File: src/rtl/bt_cmd_rx.sv
// bt_cmd_rx: 8N1 UART receiver plus key-command decoder for the Bluetooth
// player-control link. ASCII keys become a one-hot direction word and a
// pause level for the horizontal-position stage.
//
// Optional build macro: BT_HOLD_TIMEOUT_EN
//   defined   - a direction is dropped HOLD_CYCLES clocks after its last
//               direction byte unless refreshed by another direction byte.
//   undefined - a direction stays latched until 'X', another direction
//               byte, or reset.
module bt_cmd_rx #(
  parameter int CLK_HZ      = 100000000,
  parameter int BAUD        = 9600,
  parameter int HOLD_CYCLES = 20000000
) (
  input  logic       clk,
  input  logic       rst,
  input  logic       rx,
  output logic [3:0] dir,
  output logic       pause,
  output logic       byte_valid,
  output logic [7:0] rx_byte,
  output logic       frame_err
);

  // Clocks per bit and the counter compare points derived from it.
  localparam int CPB    = CLK_HZ / BAUD;
  localparam int HALF   = CPB / 2;
  localparam int BAUD_W = (CPB > 2) ? $clog2(CPB) : 1;
  localparam logic [BAUD_W-1:0] FULL_LAST = BAUD_W'(CPB - 1);
  localparam logic [BAUD_W-1:0] HALF_LAST = BAUD_W'(HALF - 1);

  // Direction encodings as seen by the position stage.
  localparam logic [3:0] DIR_LEFT  = 4'b1000;
  localparam logic [3:0] DIR_RIGHT = 4'b0001;
  localparam logic [3:0] DIR_UP    = 4'b0100;
  localparam logic [3:0] DIR_DOWN  = 4'b0010;
  localparam logic [3:0] DIR_NONE  = 4'b0000;

  // Elaboration-time sanity checks: the half-bit wait needs CPB >= 2, and a
  // zero hold time would make the timeout meaningless.
  if (CPB < 2) begin : g_cpb_check
    $error("bt_cmd_rx: CLK_HZ/BAUD must be at least 2");
  end
  if (HOLD_CYCLES < 1) begin : g_hold_check
    $error("bt_cmd_rx: HOLD_CYCLES must be at least 1");
  end

  typedef enum logic [1:0] {
    S_IDLE,
    S_START,
    S_DATA,
    S_STOP
  } state_t;

  state_t              state;
  logic                rx_meta;
  logic                rxs;
  logic [BAUD_W-1:0]   baud_cnt;
  logic [2:0]          bit_idx;
  logic [7:0]          shift_data;

  // Decoded view of the last received byte.
  logic [3:0]          key_dir;
  logic                key_is_dir;
  logic                key_is_stop;
  logic                key_is_pause;

  // Two-flop synchroniser; idles high so reset does not look like a start bit.
  always_ff @(posedge clk or posedge rst) begin
    if (rst) begin
      rx_meta <= 1'b1;
      rxs     <= 1'b1;
    end else begin
      rx_meta <= rx;
      rxs     <= rx_meta;
    end
  end

  // Receive FSM: start-bit validation at mid-bit, 8 data bits LSB first,
  // stop-bit check with one-cycle byte_valid / frame_err pulses.
  always_ff @(posedge clk or posedge rst) begin
    if (rst) begin
      state      <= S_IDLE;
      baud_cnt   <= '0;
      bit_idx    <= '0;
      shift_data <= '0;
      rx_byte    <= '0;
      byte_valid <= 1'b0;
      frame_err  <= 1'b0;
    end else begin
      byte_valid <= 1'b0;
      frame_err  <= 1'b0;
      case (state)
        S_IDLE: begin
          if (!rxs) begin
            state    <= S_START;
            baud_cnt <= '0;
          end
        end
        S_START: begin
          if (baud_cnt == HALF_LAST) begin
            baud_cnt <= '0;
            if (!rxs) begin
              state   <= S_DATA;
              bit_idx <= '0;
            end else begin
              // Line went back high before mid-bit: treat as a glitch.
              state <= S_IDLE;
            end
          end else begin
            baud_cnt <= baud_cnt + 1'b1;
          end
        end
        S_DATA: begin
          if (baud_cnt == FULL_LAST) begin
            baud_cnt            <= '0;
            shift_data[bit_idx] <= rxs;
            if (bit_idx == 3'd7) begin
              state <= S_STOP;
            end else begin
              bit_idx <= bit_idx + 1'b1;
            end
          end else begin
            baud_cnt <= baud_cnt + 1'b1;
          end
        end
        S_STOP: begin
          if (baud_cnt == FULL_LAST) begin
            baud_cnt <= '0;
            state    <= S_IDLE;
            if (rxs) begin
              rx_byte    <= shift_data;
              byte_valid <= 1'b1;
            end else begin
              frame_err <= 1'b1;
            end
          end else begin
            baud_cnt <= baud_cnt + 1'b1;
          end
        end
        default: begin
          state <= S_IDLE;
        end
      endcase
    end
  end

  // Key decode of the held byte; only acted on while byte_valid is high.
  always_comb begin
    key_dir      = DIR_NONE;
    key_is_dir   = 1'b0;
    key_is_stop  = 1'b0;
    key_is_pause = 1'b0;
    case (rx_byte)
      8'h41, 8'h61: begin key_dir = DIR_LEFT;  key_is_dir = 1'b1; end
      8'h44, 8'h64: begin key_dir = DIR_RIGHT; key_is_dir = 1'b1; end
      8'h57, 8'h77: begin key_dir = DIR_UP;    key_is_dir = 1'b1; end
      8'h53, 8'h73: begin key_dir = DIR_DOWN;  key_is_dir = 1'b1; end
      8'h58, 8'h78: key_is_stop  = 1'b1;
      8'h50, 8'h70: key_is_pause = 1'b1;
      default: ;
    endcase
  end

`ifdef BT_HOLD_TIMEOUT_EN
  localparam int HOLD_W = $clog2(HOLD_CYCLES + 1);
  localparam logic [HOLD_W-1:0] HOLD_LOAD = HOLD_W'(HOLD_CYCLES);
  localparam logic [HOLD_W-1:0] HOLD_ONE  = HOLD_W'(1);

  logic [HOLD_W-1:0] hold_cnt;

  // Command register with hold timeout: a direction byte reloads the
  // counter and takes priority over an expiry landing in the same cycle.
  always_ff @(posedge clk or posedge rst) begin
    if (rst) begin
      dir      <= DIR_NONE;
      pause    <= 1'b0;
      hold_cnt <= '0;
    end else if (byte_valid && key_is_dir) begin
      dir      <= key_dir;
      hold_cnt <= HOLD_LOAD;
    end else begin
      if (byte_valid && key_is_stop) begin
        dir <= DIR_NONE;
      end
      if (byte_valid && key_is_pause) begin
        pause <= ~pause;
      end
      if (dir != DIR_NONE) begin
        if (hold_cnt <= HOLD_ONE) begin
          dir      <= DIR_NONE;
          hold_cnt <= '0;
        end else begin
          hold_cnt <= hold_cnt - 1'b1;
        end
      end
    end
  end
`else
  // Command register: direction stays latched until changed or stopped.
  always_ff @(posedge clk or posedge rst) begin
    if (rst) begin
      dir   <= DIR_NONE;
      pause <= 1'b0;
    end else if (byte_valid) begin
      if (key_is_dir) begin
        dir <= key_dir;
      end else if (key_is_stop) begin
        dir <= DIR_NONE;
      end
      if (key_is_pause) begin
        pause <= ~pause;
      end
    end
  end
`endif

endmodule

File: config.mk
export PLATFORM = sky130hd
export DESIGN_NAME = bt_cmd_rx
export DESIGN_NICKNAME = d
export VERILOG_FILES = /design/src/rtl/bt_cmd_rx.sv
export SDC_FILE = /design/constraint.sdc
export NUM_CORES = 1
export LEC_CHECK = 0
export BUFFER_PORTS_ARGS = -buffer_cell sky130_fd_sc_hd__buf_4
export CAP_MARGIN = 30
export CELL_PAD_IN_SITES_DETAIL_PLACEMENT = 1
export CELL_PAD_IN_SITES_GLOBAL_PLACEMENT = 1
export CORE_UTILIZATION = 50
export CTS_CLUSTER_DIAMETER = 60
export DETAILED_ROUTE_END_ITERATION = 8
export PLACE_DENSITY = 0.93
export SYNTH_ARGS = -nofsm -noshare
export SYNTH_HDL_FRONTEND = slang
export SYNTH_SLANG_ARGS = --single-unit
export TNS_END_PERCENT = 10
File: constraint.sdc
create_clock -name clk -period 6 [get_ports clk]
set_input_delay 0.3 -clock clk [delete_from_list [all_inputs] [get_ports clk]]
set_output_delay 0.3 -clock clk [all_outputs]
set_load 0.03 [all_outputs]
==> metrics <==
post-synthesis mux area share 9.56%; most frequent cells in the layout dfrtp_1 (42), nand2_1 (22), mux2_2 (18), buf_4 (18); Leakage 0.00114 uW; Max-Cap Viols 0; final cycle utilization of the critical path 35.0%; Starting Density 53.7%; worst vdd ir 0.132 mV; Peak Freq 477 MHz; initial antenna violation count 0; Worst Hold End rx_meta; dpl hpwl 3380 um; # rows 23; Iteration-0 DRC Markers 69; Setup Fix Bufs, Post-CTS 0; Worst Path Buf+Inv 0; CP Cell Sequence ha_1, and3_2, nand4_1, nor3_1, nand3_1, mux2_2; Ant. Diodes 0; HP Class input pin to register; post-synthesis to final-layout area growth 12.0%; asr flop ratio synth 100%; DR WL/cell 18.0 um; commonest non-fill, non-tap cell in the layout dfrtp_1; yosys synthesis warning count 0; number of global-route vias before repair 1604; top-area cell type share of the netlist area 47.2%; RSZ-0062 raised after global routing false; vias post-DR 1579; fin nets 222; slowest CP cell nor3_1; CP Class register to register; WHS 116 ps; min-delay src rx; Synth Instances 201; leading post-synthesis cells by cell area dfrtp_1 (47%), mux2_2 (9.1%), nand2_1 (3.7%); maximum level of the CTS H-tree 2; Final ANT Viol Nets 0; worst-skew pair later-pin latency 290 ps; delay-heaviest family, CP simple AND/OR/NAND/NOR gates; post-route setup TNS 0 ps; r2r setup slk 3900 ps; Post-Synth Adder-Cell Area 1.69%; worst-case reg-to-reg path depth 6; Post-synth top flop dfrtp_1; Max Clock Skew 9.23 ps; Crit Path Max Fanout 4; layout cells sized above 1 29.2%; Gates resized, CTS repair 0; final setup fails 0; Worst Setup End Kind register; Worst Hold Path Cells 1; number of I/O pins 18; Avg Vias per Cell 5.94; area leader, netlist dfrtp_1; final worst path period need 2100 ps; R2R Path Start baud_cnt[0]; Synth Area in Compound Gates 11.4%; Startpoint Class register; DRT Pass-1 Iters 5; DRC viols 0; Final Hold Violating Endpoints 0; number of flops mapped to enable cells by yosys 0; mapped cell area 0.00222 mm2; final wirelength 4790 um; Worst-Margin Slew 572 ps; hold_buf cts 0; first-pass GRT wire length 7720 um; DIE AREA 0.00472 mm2; R2R Path End shift_data[7]; Die Y 68.7 um; Yosys cell types 54; average size of a mapped cell 11.1 um2; CTS tree done; syn nets 207; worst rel slew slack 61.6%; largest family of logic cells by synthesized area simple AND/OR/NAND/NOR gates; Die X 68.7 um; fillers 433; CP required 6180 ps; area of the core 0.00414 mm2; clk sinks 44; Yosys reg bits 44; total power 569 uW; max incr delay on CP 490 ps; CTS Root Cell clkbuf_8; XOR/XNOR Fraction of Synth Area 1.57%; Congestion Overflow GR 0; GPL Wtd Cong 0.796; sequential area share after synthesis 49.6%; status completed; Num CTS Buffers 5; largest net degree at the start of global routing 45; Pwr Density 228 mW/mm2; Max Buffers Root-to-Sink 2; simple-gate share of the synthesized area 22.9%; I/O Buffers 17; global-route usage over all layers 22.5%; max-slew violations 0; worst endpoint data arrival time 2280 ps; clk slew on worst S/H paths 80 ps
-- power by group --
| group | switching (uW) | leakage [uW] | internal [uW] |
|---|---|---|---|
| Clock | 98.3 | 0.0000642 | 164 |
| Sequential | 1.54 | 0.000593 | 298 |
| Combinational | 6.19 | 0.000483 | 1.63 |
-- worst max path at each step --
stage	start	end	slack (ps)	depth (start not counted)
2_1_floorplan	baud_cnt[0]	shift_data[4]	4060	6
3_3_place_gp	baud_cnt[0]	shift_data[4]	3980	6
3_5_place_dp	baud_cnt[0]	shift_data[1]	3840	6
4_1_cts	baud_cnt[0]	shift_data[1]	3840	6
5_1_grt	baud_cnt[0]	shift_data[3]	3700	6
6_report	baud_cnt[0]	shift_data[7]	3900	6
-- registers in the layout (all words and copies together) (netlist names), named ones only --
name        cells
baud_cnt       14
frame_err       1
rxs             1
pause           1
byte_valid      1
rx_byte         8
rx_meta         1
dir             4
bit_idx         3
state           1
shift_data      8
-- per-stage QoR --
stage | cell area (um2) | utilization, % | setup slack, ps | cells
2_1_floorplan | 2220 | - | 4060 | 201
3_3_place_gp | 2360 | 57.0 | 3980 | 259
3_5_place_dp | 2360 | 57.0 | 3840 | 259
4_1_cts | 2490 | 60.1 | 3840 | 266
5_1_grt | 2490 | 60.1 | 3700 | 266
6_report | 2490 | 60.1 | 3900 | 266
-- worst reg2reg max path: cells and delay by family, from the launching register on --
kind / cells / cell delay, ps
muxes: 1 / 300
and+or+nand+nor: 4 / 1100
DFF: 1 / 400
adders and majority gates: 1 / 200
-- synth_stat cells (3+ instances only) --
cell / n
nand4_1: 4
and3_1: 4
a21oi_1: 7
nand3_1: 9
inv_1: 3
clkbuf_1: 6
or2_2: 3
ha_1: 3
and4bb_2: 3
a22o_1: 4
nor3_1: 3
nand3b_1: 3
xnor2_1: 3
mux2_2: 18
a31oi_1: 7
o21ai_0: 7
dfrtp_1: 42
nand2_1: 22
nor2_1: 9
-- cell families (layout without fill, tap and decap cells) --
kind of cell | count (synthesis) | in the layout
AND/OR/NAND/NOR | 82 | 82
flip-flops | 44 | 44
AO/OA/AOI/OAI | 36 | 36
multiplexers | 19 | 19
buffers and inverters | 13 | 28
XOR/XNOR | 4 | 4
adder cells (fa/ha/maj) | 3 | 3
-- layer usage --
metal / part of all wire [%] / track usage (%) / routed length (um) / up-vias
met1: 45 / 27.7 / 2170 / 793
met2: 51 / 39.6 / 2470 / 19
met5: 0 / 0 / 0 / -
met3: 2.1 / 4.44 / 101 / 5
li1: - / - / - / 762
met4: 1.1 / 7.14 / 54 / 0
-- area by class of cell --
cell class                      instances  area, um2  share of cell area, %
Timing Repair Buffer                   18        135                   5.42
Clock buffer                            5       68.8                   2.76
Clock inverter                          2       60.1                   2.41
Inverter                                3       11.3                  0.452
Tap cell                               50       62.6                   2.51
Multi-Input combinational cell        144       1050                   42.1
Sequential cell                        44       1100                   44.3
No activity file was read; power rests on OpenSTA's default activity.
